--- config.mk ---
export PLATFORM = sky130hd
export DESIGN_NAME = rr_arb_mux
export DESIGN_NICKNAME = d
export VERILOG_FILES = /design/src/rtl/rr_arb_mux.sv
export SDC_FILE = /design/constraint.sdc
export NUM_CORES = 1
export LEC_CHECK = 0
export CORE_MARGIN = 2
export CORE_UTILIZATION = 30
export DETAILED_ROUTE_END_ITERATION = 6
export MAX_ROUTING_LAYER = met4
export PLACE_DENSITY_LB_ADDON = 0.3
export RECOVER_POWER = 100
export SETUP_SLACK_MARGIN = 0.1
export SYNTH_ARGS = -nofsm -noshare
export SYNTH_HDL_FRONTEND = slang
export SYNTH_SLANG_ARGS = --single-unit
--- constraint.sdc ---
create_clock -name clk -period 3.8 [get_ports clk]
set_clock_uncertainty 0.1 [all_clocks]
set_input_delay 0.76 -clock clk [delete_from_list [all_inputs] [get_ports clk]]
set_output_delay 0.76 -clock clk [all_outputs]
set_load 0.1 [all_outputs]
--- src/rtl/rr_arb_mux.sv ---
// N-input arbitrated multiplexer: round-robin or fixed-priority grant feeding a
// one-entry registered valid/ready output stage that also records the winning channel.
module rr_arb_mux #(
  parameter int BIT_WIDTH = 32,
  parameter int NUM_IN    = 3,
  parameter int ARB_MODE  = 0,
  parameter int SEL_W     = $clog2(NUM_IN)
) (
  input  logic                        clk,
  input  logic                        rst_n,
  input  logic [NUM_IN-1:0]           in_valid,
  input  logic [NUM_IN*BIT_WIDTH-1:0] in_data,
  output logic [NUM_IN-1:0]           in_ready,
  output logic                        out_valid,
  output logic [BIT_WIDTH-1:0]        out_data,
  output logic [SEL_W-1:0]            out_sel,
  input  logic                        out_ready
);

  logic                 out_valid_q, out_valid_d;
  logic [BIT_WIDTH-1:0] out_data_q,  out_data_d;
  logic [SEL_W-1:0]     out_sel_q,   out_sel_d;
  logic [SEL_W-1:0]     ptr_q,       ptr_d;

  logic [SEL_W-1:0]     start_s;
  logic [SEL_W-1:0]     grant_idx_s;
  logic [NUM_IN-1:0]    grant_s;
  logic                 found_s;
  logic                 load_en_s;
  logic                 xfer_s;

  // Grant search: walk channels starting at the priority pointer, modulo NUM_IN.
  always_comb begin
    grant_s     = {NUM_IN{1'b0}};
    grant_idx_s = {SEL_W{1'b0}};
    found_s     = 1'b0;
    if (ARB_MODE == 1) begin
      start_s = {SEL_W{1'b0}};
    end else begin
      start_s = ptr_q;
    end
    for (int k = 0; k < NUM_IN; k++) begin
      logic [SEL_W-1:0] idx_v;
      idx_v = SEL_W'((int'(start_s) + k) % NUM_IN);
      if (!found_s && in_valid[idx_v]) begin
        grant_s[idx_v] = 1'b1;
        grant_idx_s    = idx_v;
        found_s        = 1'b1;
      end else begin
        grant_s[idx_v] = grant_s[idx_v];
      end
    end
  end

  // Handshake qualification; ready is withheld while reset is asserted.
  always_comb begin
    load_en_s = !out_valid_q || out_ready;
    if (load_en_s && rst_n) begin
      in_ready = grant_s;
    end else begin
      in_ready = {NUM_IN{1'b0}};
    end
    xfer_s = |(in_valid & in_ready);
  end

  // Next state of the output register and the round-robin pointer.
  always_comb begin
    out_valid_d = out_valid_q;
    out_data_d  = out_data_q;
    out_sel_d   = out_sel_q;
    ptr_d       = ptr_q;
    if (xfer_s) begin
      out_valid_d = 1'b1;
      out_data_d  = in_data[grant_idx_s*BIT_WIDTH +: BIT_WIDTH];
      out_sel_d   = grant_idx_s;
      if (ARB_MODE == 1) begin
        ptr_d = {SEL_W{1'b0}};
      end else if (grant_idx_s == SEL_W'(NUM_IN - 1)) begin
        ptr_d = {SEL_W{1'b0}};
      end else begin
        ptr_d = grant_idx_s + {{(SEL_W-1){1'b0}}, 1'b1};
      end
    end else if (out_valid_q && out_ready) begin
      out_valid_d = 1'b0;
    end else begin
      out_valid_d = out_valid_q;
    end
  end

  // State registers with asynchronous clear.
  always_ff @(posedge clk or negedge rst_n) begin
    if (!rst_n) begin
      out_valid_q <= 1'b0;
      out_data_q  <= {BIT_WIDTH{1'b0}};
      out_sel_q   <= {SEL_W{1'b0}};
      ptr_q       <= {SEL_W{1'b0}};
    end else begin
      out_valid_q <= out_valid_d;
      out_data_q  <= out_data_d;
      out_sel_q   <= out_sel_d;
      ptr_q       <= ptr_d;
    end
  end

  assign out_valid = out_valid_q;
  assign out_data  = out_data_q;
  assign out_sel   = out_sel_q;

endmodule

==> results_dict.tcl, run 1 <==
set metrics [dict create \
    outcome "finished with violations" \
    failed_checks "max-capacitance violations, max-slew violations" \
    die_w_um 99.5 \
    synth_warnings 0 \
    synth_enable_flop_cells 0 \
    numCtsBuffers 5 \
    syn_inst 268 \
    final_hold_viol_count 0 \
    grt_max_degree 38 \
    period_share_pct 95.2 \
    placementRows 34 \
    drv_cap 1 \
    multi_input_area_um2 1560 \
    worstHoldPathCells 1 \
    grt_overflow 0 \
    synth_cell_types 39 \
    relSlewSlack_pct -40.9 \
    cts_sinks 37 \
    dp_hpwl_um 6520 \
    io_buffers 139 \
    ys_ff_latch 37 \
    dieArea_um2 9900 \
    grt_pass1_vias 2742 \
    route.detailed.drc 0 \
    clkTransAtPathRegs_ns 0.08 \
    fin_crit_ns 3.62 \
    cpMaxStageDelayCell "clkdlybuf4s50_1" \
    htreeDepth 2 \
    worstMarginPinSlew_ns 2.11 \
    fillers 867 \
    crit_chain "clkdlybuf4s50_1 -> nand2b_1 -> mux2i_1 -> mux2_2 -> o221a_2 -> nor2_2 -> buf_4" \
    antenna_found_initial 0 \
    ys_seq_area_share_pct 33.9 \
    antenna_cells 0 \
    worstPathMaxFanout 7 \
    r2r-end "ptr_q[0]$_DFFE_PN0P_" \
    r2r-start "ptr_q[0]$_DFFE_PN0P_" \
    seq_area_um2 926 \
    fin_tns_setup_ns 0 \
    rsz0062_at_grt "no" \
    antenna_left 0 \
    wire_per_inst_um 17.4 \
    initial_core_util_pct 31.2 \
    cpPeakStageDelay_ns 0.59 \
    io_pins 140 \
    synth_fp_nets 374 \
    r2r_cells 9 \
    hold_class "flop to flop" \
    root_buffer "clkbuf_8" \
    routed_wl_um 8920 \
    routed_via_density 5.44 \
    grt_pass1_wl_um 13900 \
    vias 2783 \
    drt-pass1-iter-count 4 \
    ctsResizeCount 0 \
    syn_to_final_growth_pct 57.6 \
    clockBufferDepth 2 \
    final_nets 509 \
    drv_slew 38 \
    async_flop_share_pct 100 \
    endpoint_kind "output pin" \
    tritoncts "done" \
    gp_congestion 0.874 \
    arrival_ns 2.76 \
    rrSetupSlack_ns 0.41 \
    hold_start "out_data[13]$_DFFE_PN0P_" \
    grt.total_usage_pct 18.1 \
    mostFrequentLayoutCell "clkdlybuf4s50_1" \
    cts_hold_buf 0 \
    clkLatencyLatePin_ns 0.28 \
    fmax_mhz 277 \
    setup_viol 0 \
    drive_gt1_share_pct 11.1 \
    synth_flop_cell "dfrtp_1" \
    syn_avg_cell_area_um2 10.2 \
    drtIter0Drc 67 \
    worst-setup-path-type "input pin to output pin" \
    syn_area_um2 2740 \
    hold-path-endpoint "out_data[13]$_DFFE_PN0P_" \
    coreArea_um2 8760 \
    required_ns 2.94 \
    die_h_um 99.5 \
    start_kind "input pin" \
    postCtsSetupBuffers 0 \
    layout_common_cells "clkdlybuf4s50_1 (99), dfrtp_1 (37), o21ai_0 (35), dlygate4sd3_1 (35), a21oi_1 (34)" \
]
==> stage by stage <==
step	cell area, um^2	util [%]	worst slack (ns)	std cells	hold WS [ns]
detailed placement	4340	49.5	0.139	504	0.393
global route	4310	49.2	0.0624	512	0.397
floorplan	2760	-	0.146	268	0.364
global placement	4340	49.5	0.185	504	0.390
CTS	4450	50.8	0.163	512	0.414
finish	4310	49.2	0.184	512	0.389
==> sequential cells by signal (all words and copies together) (netlist names) <==
register / cells
out_data: 32
out_sel: 2
ptr_q: 2
out_valid: 1
==> worst max-delay path by stage <==
stage | from | to | slack, ns | cells past startpoint
6_report | in_valid[1] | in_ready[1] | 0.18 | 7
5_1_grt | in_valid[1] | in_ready[1] | 0.06 | 7
4_1_cts | in_valid[2] | in_ready[1] | 0.16 | 7
3_5_place_dp | in_valid[1] | out_data[19]$_DFFE_PN0P_ | 0.14 | 8
3_3_place_gp | in_valid[2] | in_ready[1] | 0.19 | 7
2_1_floorplan | in_valid[2] | in_ready[0] | 0.15 | 6
==> layer usage <==
layer | part of all wire, % | wire length (um) | vias up | global-route usage [%]
met5 | 0 | 0 | - | -
met2 | 49 | 4360 | 128 | 29.6
met4 | 1.4 | 121 | 0 | 4.95
li1 | - | - | 1322 | -
met3 | 6.7 | 596 | 8 | 3.23
met1 | 43 | 3840 | 1325 | 23.0
==> area by class of cell <==
| type | count | share of cell area [%] |
|---|---|---|
| timing repair buffer | 156 | 35.9 |
| sequential | 37 | 21.5 |
| clock buffer | 7 | 2.00 |
| tap | 108 | 3.13 |
| clock inverter | 1 | 0.697 |
| multi-input combinational | 197 | 36.2 |
| inverter | 6 | 0.522 |
==> synthesized netlist by cell type (4+ instances only) <==
cell type | count | area, um^2
nand2b_1 | 5 | 31.3
o21ai_0 | 35 | 175
buf_6 | 4 | 45.0
nand2_1 | 5 | 18.8
inv_1 | 6 | 22.5
ha_1 | 4 | 50.1
mux2i_1 | 4 | 40.0
nor3_1 | 5 | 25.0
mux2_2 | 9 | 101
a221o_1 | 32 | 320
clkbuf_1 | 18 | 67.6
dfrtp_1 | 37 | 926
mux2_4 | 28 | 420
a21oi_1 | 34 | 170
nor2_1 | 7 | 26.3
buf_2 | 6 | 30.0
==> kinds of logic after synthesis <==
group / share of synthesized area (%)
buf+inv: 6.04
compound gates: 30.9
simple gates: 6.40
flops: 33.9
fa+ha+maj: 1.83
mux: 21.0
==> worst max-delay path, delay by kind of cell <==
| family | cells | cell delay [ns] |
|---|---|---|
| buf+inv | 2 | 0.88 |
| compound gates | 1 | 0.29 |
| simple gates | 2 | 0.22 |
| mux | 2 | 0.60 |
Power of run 1 is not shown: default switching activity piles up to over one toggle a cycle in this logic, so the estimate is an artifact.
==> inputs of run 2 (changes only) <==
--- a/config.mk
+++ b/config.mk
@@ -5,8 +5,10 @@
 export SDC_FILE = /design/constraint.sdc
 export NUM_CORES = 1
 export LEC_CHECK = 0
+export ABC_AREA = 0
 export CORE_MARGIN = 2
 export CORE_UTILIZATION = 30
+export CTS_CLUSTER_DIAMETER = 60
 export DETAILED_ROUTE_END_ITERATION = 6
 export MAX_ROUTING_LAYER = met4
 export PLACE_DENSITY_LB_ADDON = 0.3
==> results of run 2 <==
The final DEF is identical to that of run 1; final timing and power are the same.
Power of run 2 is left out for the same reason.
